<file path="config.mk">
export PLATFORM = sky130hd
export DESIGN_NAME = rng_word_stats_flat
export DESIGN_NICKNAME = d
export VERILOG_FILES = /design/src/rtl/rng_stats_pkg.sv /design/src/rtl/rng_word_stats_if.sv /design/src/rtl/beat_run_stats.sv /design/src/rtl/rng_word_stats.sv /design/src/flat_wrapper.sv
export SDC_FILE = /design/constraint.sdc
export NUM_CORES = 1
export LEC_CHECK = 0
export CORE_ASPECT_RATIO = 0.75
export CORE_MARGIN = 2
export CORE_UTILIZATION = 30
export DETAILED_ROUTE_END_ITERATION = 10
export GPL_TIMING_DRIVEN = 0
export PLACE_DENSITY = 0.55
export SYNTH_ARGS = -nofsm -noshare
export SYNTH_HDL_FRONTEND = slang
export SYNTH_SLANG_ARGS = --single-unit
export TNS_END_PERCENT = 10
</file>
<file path="constraint.sdc">
create_clock -name clk -period 23.6 [get_ports clk]
set_clock_uncertainty 0.2 [all_clocks]
set_input_delay 2.36 -clock clk [delete_from_list [all_inputs] [get_ports clk]]
set_output_delay 2.36 -clock clk [all_outputs]
set_load 0.01 [all_outputs]
</file>
<file path="src/rtl/rng_stats_pkg.sv">
// Shared types and constants for the random-bit word statistics engine.
// Statistic fields are sized for the default 256-bit word (counts up to 256).
package rng_stats_pkg;

  localparam int unsigned DEF_WORD_SIZE = 256;
  localparam int unsigned DEF_CW        = $clog2(DEF_WORD_SIZE) + 1;
  localparam int unsigned STAT_W        = DEF_CW;
  localparam int unsigned FAIL_W        = 16;

  typedef logic [STAT_W-1:0] stat_t;

  typedef struct packed {
    stat_t popcount;
    stat_t trans;
    logic  lead_val;
    stat_t lead_len;
    stat_t trail_len;
    stat_t max1;
    stat_t max0;
  } beat_stats_t;

  typedef struct packed {
    stat_t ones;
    stat_t trans;
    stat_t max1;
    stat_t max0;
  } word_stats_t;

  function automatic stat_t max2(stat_t a, stat_t b);
    return (a > b) ? a : b;
  endfunction

endpackage

</file>
<file path="src/rtl/rng_word_stats_if.sv">
// Beat input, band configuration and per-word result bundle of rng_word_stats.
interface rng_word_stats_if
  import rng_stats_pkg::*;
#(
  parameter int unsigned WORD_SIZE = 256,
  parameter int unsigned IN_WIDTH  = 8,
  parameter int unsigned CW        = $clog2(WORD_SIZE) + 1
);

  logic                 clear;
  logic                 in_valid;
  logic [IN_WIDTH-1:0]  in_data;
  logic [CW-1:0]        ones_lo;
  logic [CW-1:0]        ones_hi;

  logic                 out_valid;
  logic [WORD_SIZE-1:0] out_word;
  logic [CW-1:0]        ones;
  logic [CW-1:0]        change_sign_count;
  logic [CW-1:0]        ones_max_len;
  logic [CW-1:0]        zeros_max_len;
  logic                 out_fail;
  logic [FAIL_W-1:0]    fail_count;

  modport master (
    output clear, in_valid, in_data, ones_lo, ones_hi,
    input  out_valid, out_word, ones, change_sign_count, ones_max_len, zeros_max_len,
           out_fail, fail_count
  );

  modport slave (
    input  clear, in_valid, in_data, ones_lo, ones_hi,
    output out_valid, out_word, ones, change_sign_count, ones_max_len, zeros_max_len,
           out_fail, fail_count
  );

endinterface

</file>
<file path="src/rtl/beat_run_stats.sv">
// Combinational reduction of one beat into popcount, transitions and run lengths.
// Bit 0 is the earliest bit; the trailing run is the one ending at the MSB.
module beat_run_stats
  import rng_stats_pkg::*;
#(
  parameter int unsigned IN_WIDTH = 8
) (
  input  logic [IN_WIDTH-1:0] beat,
  output beat_stats_t         stats
);

  stat_t run;
  logic  in_lead;

  always_comb begin
    stats          = '0;
    run            = STAT_W'(1);
    in_lead        = 1'b1;
    stats.lead_val = beat[0];
    stats.popcount = STAT_W'(beat[0]);
    stats.lead_len = STAT_W'(1);
    stats.max1     = STAT_W'(beat[0]);
    stats.max0     = STAT_W'(!beat[0]);
    for (int i = 1; i < IN_WIDTH; i++) begin
      stats.popcount = stats.popcount + STAT_W'(beat[i]);
      if (beat[i] != beat[i-1]) begin
        stats.trans = stats.trans + STAT_W'(1);
        run         = STAT_W'(1);
        in_lead     = 1'b0;
      end else begin
        run = run + STAT_W'(1);
      end
      if (in_lead) begin
        stats.lead_len = stats.lead_len + STAT_W'(1);
      end
      if (beat[i]) begin
        stats.max1 = max2(stats.max1, run);
      end else begin
        stats.max0 = max2(stats.max0, run);
      end
    end
    stats.trail_len = run;
  end

endmodule

</file>
<file path="src/rtl/rng_word_stats.sv">
// Streaming per-word statistics: beat reduction, incremental word accumulation,
// band / run-limit check and a saturating fail counter.
module rng_word_stats
  import rng_stats_pkg::*;
#(
  parameter int unsigned WORD_SIZE = 256,
  parameter int unsigned IN_WIDTH  = 8,
  parameter int unsigned RUN_LIMIT = 32,
  parameter int unsigned CW        = $clog2(WORD_SIZE) + 1
) (
  input logic              clk,
  input logic              rst,
  rng_word_stats_if.slave  stats_bus
);

  localparam int unsigned BEATS = WORD_SIZE / IN_WIDTH;
  localparam int unsigned IDX_W = $clog2(BEATS);

  // Stage 1: registered beat reduction
  beat_stats_t         beat_stats;
  beat_stats_t         s1_stats_q;
  logic [IN_WIDTH-1:0] s1_beat_q;
  logic                s1_valid_q, s1_first_q, s1_last_q;
  logic [IDX_W-1:0]    idx_q;

  beat_run_stats #(
    .IN_WIDTH (IN_WIDTH)
  ) u_beat_run_stats (
    .beat  (stats_bus.in_data),
    .stats (beat_stats)
  );

  always_ff @(posedge clk or posedge rst) begin
    if (rst) begin
      s1_stats_q <= '0;
      s1_beat_q  <= '0;
      s1_valid_q <= 1'b0;
      s1_first_q <= 1'b0;
      s1_last_q  <= 1'b0;
      idx_q      <= '0;
    end else if (stats_bus.clear) begin
      s1_stats_q <= '0;
      s1_beat_q  <= '0;
      s1_valid_q <= 1'b0;
      s1_first_q <= 1'b0;
      s1_last_q  <= 1'b0;
      idx_q      <= '0;
    end else begin
      s1_valid_q <= stats_bus.in_valid;
      if (stats_bus.in_valid) begin
        s1_stats_q <= beat_stats;
        s1_beat_q  <= stats_bus.in_data;
        s1_first_q <= (idx_q == '0);
        s1_last_q  <= (idx_q == IDX_W'(BEATS - 1));
        idx_q      <= idx_q + IDX_W'(1);
      end
    end
  end

  // Stage 2: word accumulator
  word_stats_t          acc_q, acc_d;
  logic                 cur_val_q, cur_val_d;
  stat_t                cur_len_q, cur_len_d;
  logic [WORD_SIZE-1:0] shift_q, shift_d;
  logic                 done_q;
  stat_t                cont;
  logic                 match, uniform;

  always_comb begin
    acc_d     = acc_q;
    cur_val_d = s1_beat_q[IN_WIDTH-1];
    cur_len_d = s1_stats_q.trail_len;
    shift_d   = {s1_beat_q, shift_q[WORD_SIZE-1:IN_WIDTH]};
    match     = (s1_stats_q.lead_val == cur_val_q);
    uniform   = (s1_stats_q.lead_len == STAT_W'(IN_WIDTH));
    cont      = match ? (cur_len_q + s1_stats_q.lead_len) : s1_stats_q.lead_len;
    if (s1_first_q) begin
      acc_d.ones  = s1_stats_q.popcount;
      acc_d.trans = s1_stats_q.trans;
      acc_d.max1  = s1_stats_q.max1;
      acc_d.max0  = s1_stats_q.max0;
    end else begin
      acc_d.ones  = acc_q.ones + s1_stats_q.popcount;
      acc_d.trans = acc_q.trans + s1_stats_q.trans + STAT_W'(!match);
      acc_d.max1  = max2(acc_q.max1, s1_stats_q.max1);
      acc_d.max0  = max2(acc_q.max0, s1_stats_q.max0);
      // The leading run may extend the run carried in from the previous beat
      if (s1_stats_q.lead_val) begin
        acc_d.max1 = max2(acc_d.max1, cont);
      end else begin
        acc_d.max0 = max2(acc_d.max0, cont);
      end
      if (uniform) begin
        cur_len_d = cont;
      end
    end
  end

  always_ff @(posedge clk or posedge rst) begin
    if (rst) begin
      acc_q     <= '0;
      cur_val_q <= 1'b0;
      cur_len_q <= '0;
      shift_q   <= '0;
      done_q    <= 1'b0;
    end else if (stats_bus.clear) begin
      acc_q     <= '0;
      cur_val_q <= 1'b0;
      cur_len_q <= '0;
      shift_q   <= '0;
      done_q    <= 1'b0;
    end else begin
      done_q <= s1_valid_q & s1_last_q;
      if (s1_valid_q) begin
        acc_q     <= acc_d;
        cur_val_q <= cur_val_d;
        cur_len_q <= cur_len_d;
        shift_q   <= shift_d;
      end
    end
  end

  // Output stage: unaffected by clear
  logic                 word_fail;
  logic                 out_valid_q, out_fail_q;
  logic [WORD_SIZE-1:0] out_word_q;
  stat_t                ones_q, trans_q, max1_q, max0_q;
  logic [FAIL_W-1:0]    fail_count_q;

  assign word_fail = (acc_q.ones < STAT_W'(stats_bus.ones_lo)) ||
                     (acc_q.ones > STAT_W'(stats_bus.ones_hi)) ||
                     (acc_q.max1 > STAT_W'(RUN_LIMIT)) ||
                     (acc_q.max0 > STAT_W'(RUN_LIMIT));

  always_ff @(posedge clk or posedge rst) begin
    if (rst) begin
      out_valid_q  <= 1'b0;
      out_fail_q   <= 1'b0;
      out_word_q   <= '0;
      ones_q       <= '0;
      trans_q      <= '0;
      max1_q       <= '0;
      max0_q       <= '0;
      fail_count_q <= '0;
    end else begin
      out_valid_q <= done_q;
      if (done_q) begin
        out_fail_q <= word_fail;
        out_word_q <= shift_q;
        ones_q     <= acc_q.ones;
        trans_q    <= acc_q.trans;
        max1_q     <= acc_q.max1;
        max0_q     <= acc_q.max0;
        if (word_fail && (fail_count_q != '1)) begin
          fail_count_q <= fail_count_q + FAIL_W'(1);
        end
      end
    end
  end

  assign stats_bus.out_valid         = out_valid_q;
  assign stats_bus.out_word          = out_word_q;
  assign stats_bus.ones              = CW'(ones_q);
  assign stats_bus.change_sign_count = CW'(trans_q);
  assign stats_bus.ones_max_len      = CW'(max1_q);
  assign stats_bus.zeros_max_len     = CW'(max0_q);
  assign stats_bus.out_fail          = out_fail_q;
  assign stats_bus.fail_count        = fail_count_q;

endmodule

</file>
<file path="src/flat_wrapper.sv">
// flat-port wrapper written by rule: the top's interface ports become plain ports
module rng_word_stats_flat import rng_stats_pkg::*;
#(
  parameter int unsigned WORD_SIZE = 256,
  parameter int unsigned IN_WIDTH  = 8,
  parameter int unsigned RUN_LIMIT = 32,
  parameter int unsigned CW        = $clog2(WORD_SIZE) + 1
)
  (clk, rst, stats_bus_clear, stats_bus_in_valid, stats_bus_in_data, stats_bus_ones_lo, stats_bus_ones_hi, stats_bus_out_valid, stats_bus_out_word, stats_bus_ones, stats_bus_change_sign_count, stats_bus_ones_max_len, stats_bus_zeros_max_len, stats_bus_out_fail, stats_bus_fail_count);
  rng_word_stats_if #(.WORD_SIZE(WORD_SIZE), .IN_WIDTH(IN_WIDTH), .CW(CW)) stats_bus_i ();
  input logic clk;
  input logic rst;
  input wire logic [$bits(stats_bus_i.clear)-1:0] stats_bus_clear;
  input wire logic [$bits(stats_bus_i.in_valid)-1:0] stats_bus_in_valid;
  input wire logic [$bits(stats_bus_i.in_data)-1:0] stats_bus_in_data;
  input wire logic [$bits(stats_bus_i.ones_lo)-1:0] stats_bus_ones_lo;
  input wire logic [$bits(stats_bus_i.ones_hi)-1:0] stats_bus_ones_hi;
  output wire logic [$bits(stats_bus_i.out_valid)-1:0] stats_bus_out_valid;
  output wire logic [$bits(stats_bus_i.out_word)-1:0] stats_bus_out_word;
  output wire logic [$bits(stats_bus_i.ones)-1:0] stats_bus_ones;
  output wire logic [$bits(stats_bus_i.change_sign_count)-1:0] stats_bus_change_sign_count;
  output wire logic [$bits(stats_bus_i.ones_max_len)-1:0] stats_bus_ones_max_len;
  output wire logic [$bits(stats_bus_i.zeros_max_len)-1:0] stats_bus_zeros_max_len;
  output wire logic [$bits(stats_bus_i.out_fail)-1:0] stats_bus_out_fail;
  output wire logic [$bits(stats_bus_i.fail_count)-1:0] stats_bus_fail_count;
  assign stats_bus_i.clear = stats_bus_clear;
  assign stats_bus_i.in_valid = stats_bus_in_valid;
  assign stats_bus_i.in_data = stats_bus_in_data;
  assign stats_bus_i.ones_lo = stats_bus_ones_lo;
  assign stats_bus_i.ones_hi = stats_bus_ones_hi;
  assign stats_bus_out_valid = stats_bus_i.out_valid;
  assign stats_bus_out_word = stats_bus_i.out_word;
  assign stats_bus_ones = stats_bus_i.ones;
  assign stats_bus_change_sign_count = stats_bus_i.change_sign_count;
  assign stats_bus_ones_max_len = stats_bus_i.ones_max_len;
  assign stats_bus_zeros_max_len = stats_bus_i.zeros_max_len;
  assign stats_bus_out_fail = stats_bus_i.out_fail;
  assign stats_bus_fail_count = stats_bus_i.fail_count;
  rng_word_stats #(.WORD_SIZE(WORD_SIZE), .IN_WIDTH(IN_WIDTH), .RUN_LIMIT(RUN_LIMIT), .CW(CW)) u_core (.clk(clk), .rst(rst), .stats_bus(stats_bus_i));
endmodule
</file>
==> impl_results.md <==
* Peak per-stage delay on the critical path at 0.74 ns
* GR Layer Usage met1 at 0.282
* Areal power density over the cells at 67.1 nW/µm²
* Worst Reg-to-Reg Cells at 11
* Clock-pin slew of the registers on the worst-case setup and hold paths at 0.06 ns
* Die outline height at 284 µm
* Clock latency on the worst-skew pair at 0.62 ns
* Prevailing post-synth register cell: sky130_fd_sc_hd__dfrtp_1
* Register share of total power at 0.445
* Top post-synthesis cells by area: sky130_fd_sc_hd__dfrtp_1, sky130_fd_sc_hd__mux2_2, sky130_fd_sc_hd__mux2i_1
* Core region area at 103,000 µm²
* Post-cts hold buffer count at 0
* Fin Hold WS at 0.174 ns
* Status: finished clean
* Via density per instance at 4.85
* Count of boundary I/O pins at 340
* CTS sink count at 667
* Setup violations, final at 0
* Worst slew slack as a fraction of its limit at 0.235
* Fraction of synthesis flops using an asynchronous set or reset pin at 1.00
* Required arrival time at the worst endpoint at 23.93 ns
* CTS Buf Count at 74
* Share of Yosys cell area claimed by the top area cell type at 0.533
* Number of stages on the worst hold path at 0
* Finished Cell Area at 39,000 µm²
* Combinational fraction of design power at 0.117
* Transition time at the pin with the least slew margin at 1.15 ns
* Iteration-0 DRC count of the detailed router at 1,451
* Post-route DRC violation count at 0
* Worst setup path category: in2reg
* Gate count of the mapped netlist at 2,646
* Most Crowded Layer GR: met1
* Post-synthesis cell type count at 85
* Gpl congestion at 0.838
* Launch instance of the worst register-to-register path: u_core.s1_beat_q[0]
* Leakage component of the power at 18.2 nW
* Number of H-tree branching levels at 3
* CTS Root Buffer Type: sky130_fd_sc_hd__clkbuf_16
* Overflow left after global routing at 0
* Gates resized, CTS repair at 0
* Register-to-register path setup slack at 18.81 ns
* Number of pins with negative max-slew slack in the final report at 0
* Die width at 377 µm
* Clock tree from TritonCTS: built
* Net switching component of the power at 0.686 mW
* Initial Utilization at 0.303
* Num rows at 102
* Sw frac at 0.262
* Yosys Warn Count at 0
* Worst hold path type: reg2reg
* Synth area leader: sky130_fd_sc_hd__dfrtp_1
* Top achievable clock speed at 0.0782 GHz
* Global-route wire length before repair at 142,000 µm
* Max-cap viol count at 0
* Minimum clock period after layout at 12.80 ns
* Highest-delay cell along the critical path: sky130_fd_sc_hd__clkdlybuf4s50_1
* Total cell area at the placement stage at 36,600 µm²
* Top delay family on crit path: compound AO/OA/AOI/OAI gates
* Cell area after technology mapping at 31,300 µm²
* Vias in the first global route at 21.4k
* Met3 GRT Util at 0.0312
* Cell internal power dissipation at 1.93 mW
* Number of buffers and inverters on the critical path at 9
* Detailed-placement wirelength estimate at 69,900 µm
* Number of vias in the routed layout at 21.7k
* Fraction of final layout cells sized beyond drive strength 1 at 0.147
* Routed Antenna Nets at 0
* Share of the yosys chip area belonging to registers at 0.533
* Cell type with the highest occurrence count on the critical path: sky130_fd_sc_hd__ha_1
* Met2 Use GR at 0.231
* Detailed Routing Iterations Pass 1 at 5
* Worst Path Arrival at 13.13 ns
* Clock power share at 0.438
* Crit path max fanout at 10
* Most common cell after layout, fill and taps aside: sky130_fd_sc_hd__dfrtp_1
* Max Root-Sink Buffers at 3
* Syn avg cell area at 11.8 µm²
* Critical Path End Type: register
* Maximum number of pins on one net before global-route repair at 112
* Fill count at 10.2k
* R2R Path End: u_core.acc_q[5]
* Routed length per placed instance at 20.8 µm
* Area enclosed by the die boundary at 107,000 µm²
* Worst ir drop on vdd at 0.0491 mV
* Kind of launch point of the worst setup path: input pin
* DRT Wirelength at 93,000 µm
* Final number of hold-violating endpoints at 0
* Commonest cells after routing, fill and taps aside: sky130_fd_sc_hd__dfrtp_1, sky130_fd_sc_hd__nor2_1, sky130_fd_sc_hd__clkdlybuf4s50_1
* Final cycle utilization of the critical path at 0.542
* Number of register bits inferred by synthesis at 667
* Number of antenna violations at the first check in global routing at 6
* Worst Min Path Start: u_core.done_q
* Port Buffer Count at 335
* Setup repair after global routing missed its margin: no
* Capture endpoint of the worst hold path: u_core.stats_bus.out_valid
* Post-synth EDFFs at 0
* Final-stage net count at 3,242
* Signed area change from the synthesized netlist to the final layout at 24.5%
* Post-CTS Repair Setup Buffers at 0
* Overall track demand over capacity in global routing at 0.173
-- flip-flops by register name, summed over array words and instances (netlist names), 8 cells and up --
| register | flops |
|---|---|
| u_core.stats_bus.fail_count | 16 |
| u_core.stats_bus.ones | 9 |
| u_core.stats_bus.out_word | 256 |
| u_core.stats_bus.ones_max_len | 9 |
| u_core.shift_q | 256 |
| u_core.stats_bus.zeros_max_len | 9 |
| u_core.cur_len_q | 9 |
| u_core.s1_beat_q | 8 |
| u_core.stats_bus.change_sign_count | 9 |
| u_core.acc_q | 36 |
| u_core.s1_stats_q | 39 |
-- worst max path at each step --
stage / start / to / slack [ns] / cells past startpoint
after floorplan: rst / u_core.acc_q[0] / 2.35 / 1
after global placement: rst / u_core.stats_bus.zeros_max_len[3] / -6.97 / 2
after detailed placement: stats_bus_in_data[2] / u_core.s1_stats_q[12] / 10.36 / 42
after CTS: stats_bus_in_data[2] / u_core.s1_stats_q[12] / 10.97 / 42
after global routing: stats_bus_in_data[2] / u_core.s1_stats_q[12] / 10.08 / 42
final: stats_bus_in_data[2] / u_core.s1_stats_q[12] / 10.80 / 42
-- kinds of logic after synthesis --
logic type | Yosys count | synth area share
AOI/OAI and AO/OA | 310 | 0.0690
xor gates and xnor gates | 55 | 0.0166
buffers and inverters | 256 | 0.0318
DFF | 667 | 0.533
muxes | 603 | 0.204
other | 2 | 0.000240
adders and majority gates | 138 | 0.0570
and+or+nand+nor | 615 | 0.0883
-- per-stage QoR --
stage | setup slack [ns] | setup TNS [ns] | utilization | power [mW] | instances
global placement | -6.97 | -4583.50 | 0.352 | 1.48 | 4343
CTS | 10.97 | 0 | 0.377 | 2.65 | 4481
global route | 10.08 | 0 | 0.377 | 2.74 | 4481
finish | 10.80 | 0 | 0.377 | 2.62 | 4483
floorplan | 2.35 | 0 | - | 1.40 | 2656
detailed placement | 10.36 | 0 | 0.354 | 1.49 | 4350
-- metal layers --
metal  part of all wire  vias up
met4              0.017        6
met2               0.40      476
li1                   -    10200
met3              0.049      100
met5            0.00044        -
met1               0.53    11000
-- synth_stat cells (all sizes together) (6+ instances only) --
library cell  count
a211oi           19
a21o             27
a21oi            51
a22oi            22
a31oi             8
and2             12
and3              9
buf              39
clkbuf          110
dfrtp           667
fa                8
ha              130
inv             105
mux2            298
mux2i           305
nand2            84
nand2b           18
nand3            32
nand4            13
nor2            343
nor2b            26
nor3             22
nor4             11
o211ai           16
o21a             15
o21ai            72
o221ai           19
o31ai             7
or2               9
or3               9
or4               6
xnor2            19
xor2             36
-- power groups by stage --
stage	sequential (mW)	combinational (mW)	clock [mW]
final	1.16	0.306	1.15
after global routing	1.16	0.345	1.23
after CTS	1.16	0.307	1.18
after detailed placement	1.19	0.305	0
after global placement	1.19	0.297	0
after floorplan	1.18	0.222	0
-- layout make-up --
class	count	area, µm²	area share
Inverter	107	409	0.0105
Buffer	149	596	0.0153
Timing Repair Buffer	342	3550	0.0909
Sequential cell	667	16700	0.428
Clock inverter	20	205	0.00526
Clock buffer	111	2170	0.0557
Multi-Input combinational cell	1733	13700	0.351
Tap cell	1352	1690	0.0434
Antenna cell	2	5.00	0.000128
(Power assumes the default switching activity.)
